$ cat src/rtl/uart_rx_fifo.sv
// 8N1 UART receiver with a first-word-fall-through byte FIFO.
// Framing errors and FIFO overruns are reported as single-cycle pulses.
module uart_rx_fifo #(
   parameter int unsigned CLKS_PER_BIT = 208,
   parameter int unsigned FIFO_DEPTH   = 8
) (
   input  logic                         i_Clock,
   input  logic                         i_Reset,
   input  logic                         i_RX_Serial,
   input  logic                         i_RD_En,
   output logic [7:0]                   o_RX_Byte,
   output logic                         o_Empty,
   output logic                         o_Full,
   output logic [$clog2(FIFO_DEPTH):0]  o_Count,
   output logic                         o_RX_Active,
   output logic                         o_Frame_Err,
   output logic                         o_Overrun
);

   localparam int unsigned CW = $clog2(CLKS_PER_BIT);
   localparam int unsigned AW = $clog2(FIFO_DEPTH);
   localparam logic [CW-1:0] HALF_C  = CW'((CLKS_PER_BIT - 1) / 2);
   localparam logic [CW-1:0] LAST_C  = CW'(CLKS_PER_BIT - 1);
   localparam logic [AW:0]   DEPTH_C = (AW + 1)'(FIFO_DEPTH);

   typedef enum logic [2:0] {
      ST_IDLE,
      ST_START,
      ST_DATA,
      ST_STOP,
      ST_BREAK
   } state_e;

   state_e          state_q;
   logic            rx_meta_q;
   logic            rx_s_q;
   logic [CW-1:0]   cnt_q;
   logic [2:0]      idx_q;
   logic [7:0]      shreg_q;
   logic            frame_err_q;
   logic            overrun_q;

   logic [7:0]      mem_q [FIFO_DEPTH];
   logic [AW-1:0]   wr_ptr_q;
   logic [AW-1:0]   rd_ptr_q;
   logic [AW:0]     count_q;
   logic [AW:0]     count_d;

   logic            push_req;
   logic            push;
   logic            pop;
   logic            full;

   always_comb begin
      push_req = (state_q == ST_STOP) && (cnt_q == LAST_C) && rx_s_q;
      pop      = i_RD_En && (count_q != '0);
      full     = (count_q == DEPTH_C);
      // A same-cycle pop frees the slot, so a full FIFO still accepts the byte.
      push     = push_req && (!full || pop);
      count_d  = count_q;
      if (push && !pop) begin
         count_d = count_q + 1'b1;
      end else if (!push && pop) begin
         count_d = count_q - 1'b1;
      end
   end

   always_ff @(posedge i_Clock) begin
      if (i_Reset) begin
         rx_meta_q <= 1'b1;
         rx_s_q    <= 1'b1;
      end else begin
         rx_meta_q <= i_RX_Serial;
         rx_s_q    <= rx_meta_q;
      end
   end

   always_ff @(posedge i_Clock) begin
      if (i_Reset) begin
         state_q     <= ST_IDLE;
         cnt_q       <= '0;
         idx_q       <= '0;
         shreg_q     <= '0;
         frame_err_q <= 1'b0;
         overrun_q   <= 1'b0;
      end else begin
         frame_err_q <= 1'b0;
         overrun_q   <= push_req && full && !pop;
         case (state_q)
            ST_IDLE: begin
               if (!rx_s_q) begin
                  cnt_q   <= '0;
                  state_q <= ST_START;
               end
            end
            ST_START: begin
               if (cnt_q == HALF_C) begin
                  cnt_q   <= '0;
                  state_q <= rx_s_q ? ST_IDLE : ST_DATA;
               end else begin
                  cnt_q <= cnt_q + 1'b1;
               end
            end
            ST_DATA: begin
               if (cnt_q == LAST_C) begin
                  cnt_q          <= '0;
                  shreg_q[idx_q] <= rx_s_q;
                  idx_q          <= idx_q + 1'b1;
                  if (idx_q == 3'd7) begin
                     state_q <= ST_STOP;
                  end
               end else begin
                  cnt_q <= cnt_q + 1'b1;
               end
            end
            ST_STOP: begin
               if (cnt_q == LAST_C) begin
                  cnt_q <= '0;
                  if (rx_s_q) begin
                     state_q <= ST_IDLE;
                  end else begin
                     frame_err_q <= 1'b1;
                     state_q     <= ST_BREAK;
                  end
               end else begin
                  cnt_q <= cnt_q + 1'b1;
               end
            end
            ST_BREAK: begin
               if (rx_s_q) begin
                  state_q <= ST_IDLE;
               end
            end
            default: state_q <= ST_IDLE;
         endcase
      end
   end

   always_ff @(posedge i_Clock) begin
      if (push) begin
         mem_q[wr_ptr_q] <= shreg_q;
      end
   end

   always_ff @(posedge i_Clock) begin
      if (i_Reset) begin
         wr_ptr_q <= '0;
         rd_ptr_q <= '0;
         count_q  <= '0;
      end else begin
         if (push) begin
            wr_ptr_q <= wr_ptr_q + 1'b1;
         end
         if (pop) begin
            rd_ptr_q <= rd_ptr_q + 1'b1;
         end
         count_q <= count_d;
      end
   end

   assign o_RX_Byte   = (count_q == '0) ? 8'h00 : mem_q[rd_ptr_q];
   assign o_Empty     = (count_q == '0);
   assign o_Full      = full;
   assign o_Count     = count_q;
   assign o_RX_Active = (state_q != ST_IDLE);
   assign o_Frame_Err = frame_err_q;
   assign o_Overrun   = overrun_q;

endmodule

$ cat config.mk
export PLATFORM = sky130hd
export DESIGN_NAME = uart_rx_fifo
export DESIGN_NICKNAME = d
export VERILOG_FILES = /design/src/rtl/uart_rx_fifo.sv
export SDC_FILE = /design/constraint.sdc
export NUM_CORES = 1
export LEC_CHECK = 0
export ABC_AREA = 0
export BUFFER_PORTS_ARGS = -buffer_cell sky130_fd_sc_hd__buf_4
export CAP_MARGIN = 20
export CELL_PAD_IN_SITES_DETAIL_PLACEMENT = 1
export CELL_PAD_IN_SITES_GLOBAL_PLACEMENT = 1
export CORE_UTILIZATION = 38
export DETAILED_ROUTE_END_ITERATION = 10
export GPL_ROUTABILITY_DRIVEN = 1
export PLACE_DENSITY_LB_ADDON = 0.1
export SYNTH_ARGS = -nofsm -noshare
export SYNTH_HDL_FRONTEND = slang
export SYNTH_SLANG_ARGS = --single-unit
$ cat constraint.sdc
create_clock -name i_Clock -period 4.71 [get_ports i_Clock]
set_clock_uncertainty 0.05 [all_clocks]
set_input_delay 0.942 -clock i_Clock [delete_from_list [all_inputs] [get_ports i_Clock]]
set_output_delay 0.942 -clock i_Clock [all_outputs]
set_load 0.01 [all_outputs]
Yosys cells after proc, flatten, opt, wreduce, memory -nomap -nowiden:

Memory sizes are Yosys's and may differ from the RTL's. A register that Yosys moved wholly into a read port is not among the register bits.
Cells that the tools add are included.

* $add $sub $neg: 6
* magnitude comparators: 2
* equal/unequal tests: 14
* muxes and demuxes: 24
* bitwise gates (word level): 2
* reductions and logical operators: 24

Operator list (number)
* 8-bit two-way mux: 4
* 3-bit two-way mux: 9
* 8-bit case mux with 3 select lines: 1
* 3-bit case mux with 5 select lines: 1
* 2-bit != test (second input constant): 5
* 3-bit by 1-bit adder with 3-bit output (second input constant): 3
* 1-bit logical AND: 9
* 8-bit by 1-bit adder with 8-bit output (second input constant): 1
* 8-bit bitwise mux: 1
* 8-bit by 7-bit == test with 1-bit output (second input constant): 1
* 8-bit == test (second input constant): 1
* 4-bit two-way mux: 2
* 3-bit by 2-bit == test with 1-bit output (second input constant): 2
* 3-bit == test (second input constant): 2
* 6-bit AND reduction: 1
* 3-bit nonzero test: 2
* 4-bit by 1-bit adder with 4-bit output (second input constant): 1
* 4-bit == test (second input constant): 1
* 4-bit logical NOT: 1
* 3-bit by 4-bit less-than comparator with 1-bit output (second input constant): 1
* 1-bit two-way mux: 4
* 2-bit AND reduction: 2
* 4-bit nonzero test: 1
* 4-bit by 1-bit subtractor with 4-bit output (second input constant): 1
* 12 further kinds: 15

* register bits: 36
* RAM bits: 64
* output and inout port bits: 17
* word-level logic and storage cells: 84
* memories kept: 1

Memories
* mem_q: depth 8, width 8, rd ports 1, clocked after Yosys merged registers in 1, write ports 1, line 43 `logic [7:0] mem_q [FIFO_DEPTH];`

Logic depth before layout (Yosys ltp):

Gate-level depths: netlist of the first run.

* word-level depth: 8
* depth in mapped cells: 12
* gate-level depth less buffers: 11

Least setup slack after synthesis of the first run:

Ideal clock, no wire load.

* path kind: reg-to-reg
* start point: reg count_q[0] (netlist: o_Count[0])
* end point: reg count_q[3] (netlist: o_Count[3])
* data arrival time: 2.929 ns
* required time: 4.539 ns
* setup slack: 1.611 ns
* stages on the path, launching flop included: 11
* buffers on the path: 0
* period minus slack after synthesis: 3.099 ns
* path through: dfxtp_1 or4b_2 o21ai_0 nor2_1 ha_1 inv_1 ha_1 a21o_1 a21oi_1 mux2i_1 mux2_2

* longest elaborated chain between the ends: 7

Ends and longest elaborated chain
* from (decl): line 46 `logic [AW:0] count_q;`
* from (signal assigned): line 157 `count_q <= count_d;`
* 4-bit == test / 4-bit nonzero test (equally long branches): line 57, 56
* 1-bit logical NOT / 1-bit logical AND (equally long branches): line 59, 56
* 1-bit logical OR (*): line 59 `push = push_req && (!full || pop);`
* 1-bit logical AND (*): line 59
* named net push: line 50 `logic push;`
* 1-bit logical NOT: line 63 `end else if (!push && pop) begin`
* 1-bit logical AND: line 63
* 2-bit nonzero test (no line)

Mark *: on every way through the listed nets, which the timed path passes. The rest lies on a longest branch. The select of a mux whose other input is x is not followed.
A chain may end at the register's enable or synchronous reset.

Worst setup path after layout of the first run:

Same ends and word-level chain as after synthesis.

==> results of run 1 <==
==> final cells by class <==
class	count	area share [%]
flip-flops and latches	103	53.4
well taps	143	3.54
clock buffers	9	4.45
inverters	7	0.519
repair buffers	26	3.86
multi-input cells	210	32.6
clock inverters	7	1.66
==> synthesized netlist by cell type (2+ instances only) <==
| library cell | n | share of area [%] |
|---|---|---|
| a211oi_1 | 2 | 0.34 |
| a21oi_1 | 20 | 2.3 |
| nor4_1 | 3 | 0.42 |
| buf_2 | 2 | 0.23 |
| nand3_1 | 6 | 0.68 |
| o221ai_1 | 2 | 0.40 |
| xor2_1 | 3 | 0.59 |
| or2_2 | 4 | 0.57 |
| nand2_1 | 25 | 2.1 |
| nand4_1 | 7 | 0.99 |
| ha_1 | 8 | 2.3 |
| mux4_2 | 16 | 8.1 |
| o21ai_0 | 12 | 1.4 |
| dfxtp_1 | 39 | 18 |
| edfxtp_1 | 64 | 43 |
| nor2_1 | 29 | 2.5 |
| nor4b_1 | 2 | 0.40 |
| or4b_2 | 2 | 0.45 |
| and3b_1 | 2 | 0.40 |
| or3_1 | 5 | 0.71 |
| nand3b_1 | 2 | 0.34 |
| and3_1 | 2 | 0.28 |
| mux2i_1 | 13 | 2.9 |
| nand2b_1 | 4 | 0.57 |
| nor2b_1 | 5 | 0.71 |
| o211ai_1 | 8 | 1.4 |
| clkbuf_1 | 13 | 1.1 |
| nor3_1 | 3 | 0.34 |
| inv_1 | 7 | 0.59 |
| xnor2_1 | 2 | 0.40 |
==> cell families (layout without fill, tap and decap cells) <==
group	count (synthesis)	count (layout)	share of synthesized area, %
adders and majority gates	9	9	2.72
AOI/OAI and AO/OA	57	57	8.18
muxes	30	30	11.3
and+or+nand+nor	109	109	13.4
buffers and inverters	24	49	2.26
xor gates and xnor gates	5	5	0.991
DFF	103	103	61.1
==> sequential cells by signal, summed over array words and instances, names as in the netlist, named ones only <==
| name | count |
|---|---|
| mem_q | 64 |
| rd_ptr_q | 3 |
| o_Count | 4 |
| o_Frame_Err | 1 |
| rx_meta_q | 1 |
| wr_ptr_q | 3 |
| o_Overrun | 1 |
| shreg_q | 8 |
| cnt_q | 8 |
| rx_s_q | 1 |
| state_q | 3 |
| idx_q | 3 |
==> metrics by stage <==
stage / hold slack, ns / area [um^2] / worst slack [ns] / util [%]
after floorplan: 0.339 / 4420 / 1.61 / -
after global placement: 0.346 / 4750 / 1.45 / 41.8
after detailed placement: 0.348 / 4750 / 1.34 / 41.8
after CTS: 0.368 / 5060 / 1.33 / 44.5
after global routing: 0.382 / 5060 / 1.09 / 44.5
final: 0.363 / 5060 / 1.35 / 44.5
==> where the power goes <==
group          internal (mW)  total (mW)  switching (mW)
sequential             0.972        1.01          0.0424
clock                  0.422       0.768           0.346
combinational          0.256       0.488           0.232
total                   1.65        2.27           0.620
==> worst max path at each step <==
stage	start	endpoint	slack (ns)
after floorplan	o_Count[0]	o_Count[3]	1.61
after global placement	o_Count[0]	o_Count[3]	1.45
after detailed placement	o_Count[0]	o_Count[3]	1.34
after CTS	o_Count[0]	o_Count[3]	1.33
after global routing	o_Count[0]	o_Count[3]	1.09
final	o_Count[0]	o_Count[3]	1.35
==> per-layer routing <==
layer  global-route usage [%]  vias to the layer above  share of wire, %
li1                         -                     1327                 -
met5                        0                        -                 0
met3                     4.98                        7               2.6
met1                     21.3                     1398                47
met4                     5.33                        0               1.2
met2                     28.2                       28                49
==> critical path, delay by kind of cell (launching register included) <==
family	cells	cell delay (ns)
AND/OR/NAND/NOR	2	0.92
AO/OA/AOI/OAI	3	0.69
multiplexers	2	0.56
adder cells (fa/ha/maj)	2	0.49
flip-flops	1	0.39
buffers and inverters	1	0.13
==> metrics.txt, run 1 <==
outcome completed; RSZ-0062 raised after global routing no; pwr/cell area 449 nW/um^2; commonest non-fill, non-tap cell in the layout edfxtp_1; Final ANT Viol Nets 0; GRT overflow 0; Mapped Cells 337; #FFs+latches synth 103; H-tree levels 3; CORE AREA between 10000 and 15000 um^2; Setup crit end kind flop; die width 110 um; R2R Path Start o_Count[0]; Max Cap Viol 0; gpl congestion 0.767; Hold Path Class reg -> reg; Finished Layout Cells approximately 510; # setup viols final 0; initial antenna violation count 0; mapped cell area 4420 um^2; Top cell by count, worst path ha_1; Max stage delay on crit path 0.76 ns; Clock Tree Root clkbuf_16; Distinct cells, synth 55; I/O pin cnt 21; Design Power approximately 2.3 mW; n_diodes 0; initial core utilization 38.9%; total iterations of the first detailed-routing run 4; critical path fanouts, max 6; DRT iter0 DRCs 60; number of flops mapped to enable cells by yosys 64; I/O Buffers 20; static leakage about 1.7 nW; setup bufs post-CTS 0; DRC violations left 0; Seq/Total Area, Yosys 61.1%; worst reg-to-reg setup slack roughly 1.4 ns; CTS Buf Count 9; Synth Net Count 350; Critical Path AT between 3 and 4 ns; via/cell ratio ~5.5; number of global-route vias before repair 2792; wirelength, routed 9.27 mm; Reg area 2700 um^2; r2r endpoint o_Count[3]; most frequent cells in the layout 64 x edfxtp_1, 39 x dfxtp_1, 29 x nor2_1, 26 x buf_4, 25 x nand2_1; CTS tree built; total negative slack 0 ns; Mapped Avg Cell Area ~13 um^2; WP data required 4.90 ns; Tmin final 3.36 ns; placed insts slightly below 500; first-pass GRT wire length roughly 15 mm; hold_buf cts 0; largest net degree at the start of global routing 37; clock sinks 103; layout cell share with drive strength beyond 1 21.0%; Die ar. around 12000 um^2; Clock Latency Late Sink 0.35 ns; critical path type reg -> reg; Synth Warn # 0; Final Hold Vio Count 0; Max-slew headroom between 30% and 40%; Hold Path Sink rx_s_q; worst-path cell chain or4b_2, o21ai_0, nor2_1, ha_1, inv_1, ha_1, a21o_1, a21oi_1, mux2i_1, mux2_2; DR WL/cell 18.4 um; die height 110 um; Area Overhead vs Synth 14.4%; area of the multi-input gates between 1500 and 2000 um^2; Worst Reg-to-Reg Cells 10; final period utilization between 70% and 80%; slowest CP cell or4b_2; startpoint types flop; dpl hpwl 6.26 mm; hold path startpoint rx_meta_q; Max Clk Rate 0.298 GHz; Total Nets Final 370; row count 39; Hold Crit Depth 1; post-cts resize count 0; worst slew pin tran 0.951 ns; asr flop ratio synth 0%; Filler cells around 1200; Clock Path Buffers 2; vias 2760; overall global routing resource usage between 10% and 20%; Final Max Tran Viols 0; VDD IR max 0.483 mV; clock slew at reported path FFs 0.07 ns; Synth Flop Type edfxtp_1
No activity file was read; power rests on OpenSTA's default activity.
==> inputs of run 2 (changes only) <==
==> constraint.sdc (replaced) <==
create_clock -name i_Clock -period 3.2 [get_ports i_Clock]
set_clock_uncertainty 0.05 [all_clocks]
set_input_delay 0.64 -clock i_Clock [delete_from_list [all_inputs] [get_ports i_Clock]]
set_output_delay 0.64 -clock i_Clock [all_outputs]
set_load 0.01 [all_outputs]
==> metrics.txt, run 2 (same netlist as run 1, synthesis figures left out) <==
Final Hold Vio Count 0 (unchanged); worst reg-to-reg setup slack 0.23 ns (-1.13 ns); H-tree levels 3 (unchanged); number of global-route vias before repair 3024 (+8.3%); gpl congestion 0.737 (-3.9%); via/cell ratio 5.40 (-1.1%); commonest non-fill, non-tap cell in the layout edfxtp_1; Area Overhead vs Synth 16.0%; CTS tree built; Filler cells 1201 (+2.2%); Setup crit end kind flop; initial antenna violation count 0 (unchanged); first-pass GRT wire length 15.4 mm (+4.0%); vias 2804 (+1.6%); Die ar. 12100 um^2 (unchanged); die width 110 um (unchanged); pwr/cell area 645 nW/um^2 (+44%); dpl hpwl 6.63 mm (+6.0%); CORE AREA 11400 um^2 (unchanged); largest registers mem_q x64, cnt_q x8, shreg_q x8; I/O Buffers 20 (unchanged); VDD IR max 0.491 mV (+1.6%); Largest register FFs 64 (unchanged); Total Nets Final 384 (+3.8%); I/O pin cnt 21 (unchanged); clock sinks 103 (unchanged); total iterations of the first detailed-routing run 4 (unchanged); Hold Path Class reg -> reg; Final ANT Viol Nets 0 (unchanged); Clock Latency Late Sink 0.35 ns (about the same); outcome completed; Clock Tree Root clkbuf_16; # setup viols final 0 (unchanged); DRC violations left 0 (unchanged); clock slew at reported path FFs 0.07 ns (about the same); hold_buf cts 0 (unchanged); overall global routing resource usage 17.5% (+0.52 points); CTS Buf Count 9 (unchanged); Max-slew headroom 55.8% (+20 points); DR WL/cell 18.4 um (+0.22%); largest register by flop count mem_q; pre-CTS setup slack 0.118 ns (-1.22 ns); Reg area 2700 um^2 (unchanged); RSZ-0062 raised after global routing no; Critical Path AT 3.16 ns (-0.39 ns); layout cell share with drive strength beyond 1 23.4% (+2.4 points); DRT iter0 DRCs 93 (+55%); final period utilization 92.9% (+22 points); Tmin final 2.97 ns (-0.383 ns); most frequent cells in the layout 64 x edfxtp_1, 40 x buf_4, 39 x dfxtp_1, 29 x nor2_1, 25 x nand2_1; row count 39 (unchanged); worst slew pin tran 0.659 ns (-0.291 ns); n_diodes 0 (unchanged); initial core utilization 38.9% (unchanged); largest net degree at the start of global routing 37 (unchanged); total negative slack 0 ns (unchanged); fin worst setup slack 0.226 ns (-1.13 ns); area of the multi-input gates 1640 um^2 (-0.61%); wirelength, routed 9.55 mm (+3.0%); Clock Path Buffers 2 (unchanged); Max Clk Rate 0.336 GHz (+13%); die height 110 um (unchanged); Final Max Tran Viols 0 (unchanged); startpoint types flop; Design Power 3.31 mW (+46%); critical path fanouts, max 5 (-1); Max Cap Viol 0 (unchanged); WP data required 3.39 ns (-1.51 ns); static leakage 1.80 nW (+3.6%); GRT overflow 0 (unchanged); critical path type reg -> reg
run 2: layout make-up:
type	instances	share of cell area, %
Multi-Input combinational cell	210	31.9
Clock buffer	9	4.39
Tap cell	143	3.49
Timing Repair Buffer	40	5.85
Clock inverter	7	1.17
Sequential cell	103	52.7
Inverter	7	0.512
run 2: critical path, cell delays in order, from the launching register on:
cell and delay [ns]:
dfxtp_1 0.36, or4b_2 0.69, o21ai_1 0.20, nor2_1 0.09, ha_1 0.21, inv_1 0.13
ha_1 0.25, a21o_1 0.17, a21oi_1 0.16, mux2i_1 0.21, mux2_2 0.34
run 2: report_power, final:
| group | leakage (nW) | switching (mW) | internal (mW) |
|---|---|---|---|
| Combinational | 0.730 | 0.380 | 0.403 |
| Sequential | 0.927 | 0.0310 | 1.43 |
| Clock | 0.143 | 0.518 | 0.545 |
| Total | 1.80 | 0.929 | 2.38 |
run 2: path summary, 6_finish.rpt:
path / depth (start not counted) / end / from
max: 10 / o_Count[3] / o_Count[2]
min: 1 / rx_s_q / rx_meta_q
max reg2reg: 10 / o_Count[3] / o_Count[2]
min reg2reg: 1 / rx_s_q / rx_meta_q
run 2: per-stage QoR:
| step | instance area [um^2] | util (%) | cells | hold WS, ns |
|---|---|---|---|---|
| 2_1_floorplan | 4420 | - | 337 | 0.339 |
| 3_3_place_gp | 4850 | 42.6 | 503 | 0.368 |
| 3_5_place_dp | 4850 | 42.6 | 503 | 0.377 |
| 4_1_cts | 5130 | 45.1 | 519 | 0.395 |
| 5_1_grt | 5130 | 45.1 | 519 | 0.410 |
| 6_report | 5130 | 45.1 | 519 | 0.391 |
run 2: what timing repair did:
| item | 4_1_cts | 5_1_grt |
|---|---|---|
| buffers inserted | 0 | 0 |
| setup endpoints to repair | 0 | 1 |
| gates resized for setup | 0 | 1 |
run 2: routing by layer:
layer  track usage, %  up-vias  routed length (um)
li1                 -     1356                   -
met1             21.8     1410                4480
met2             30.1       26                4780
met3             2.67       12                 151
met4             7.71        0                 136
met5                0        -                   0
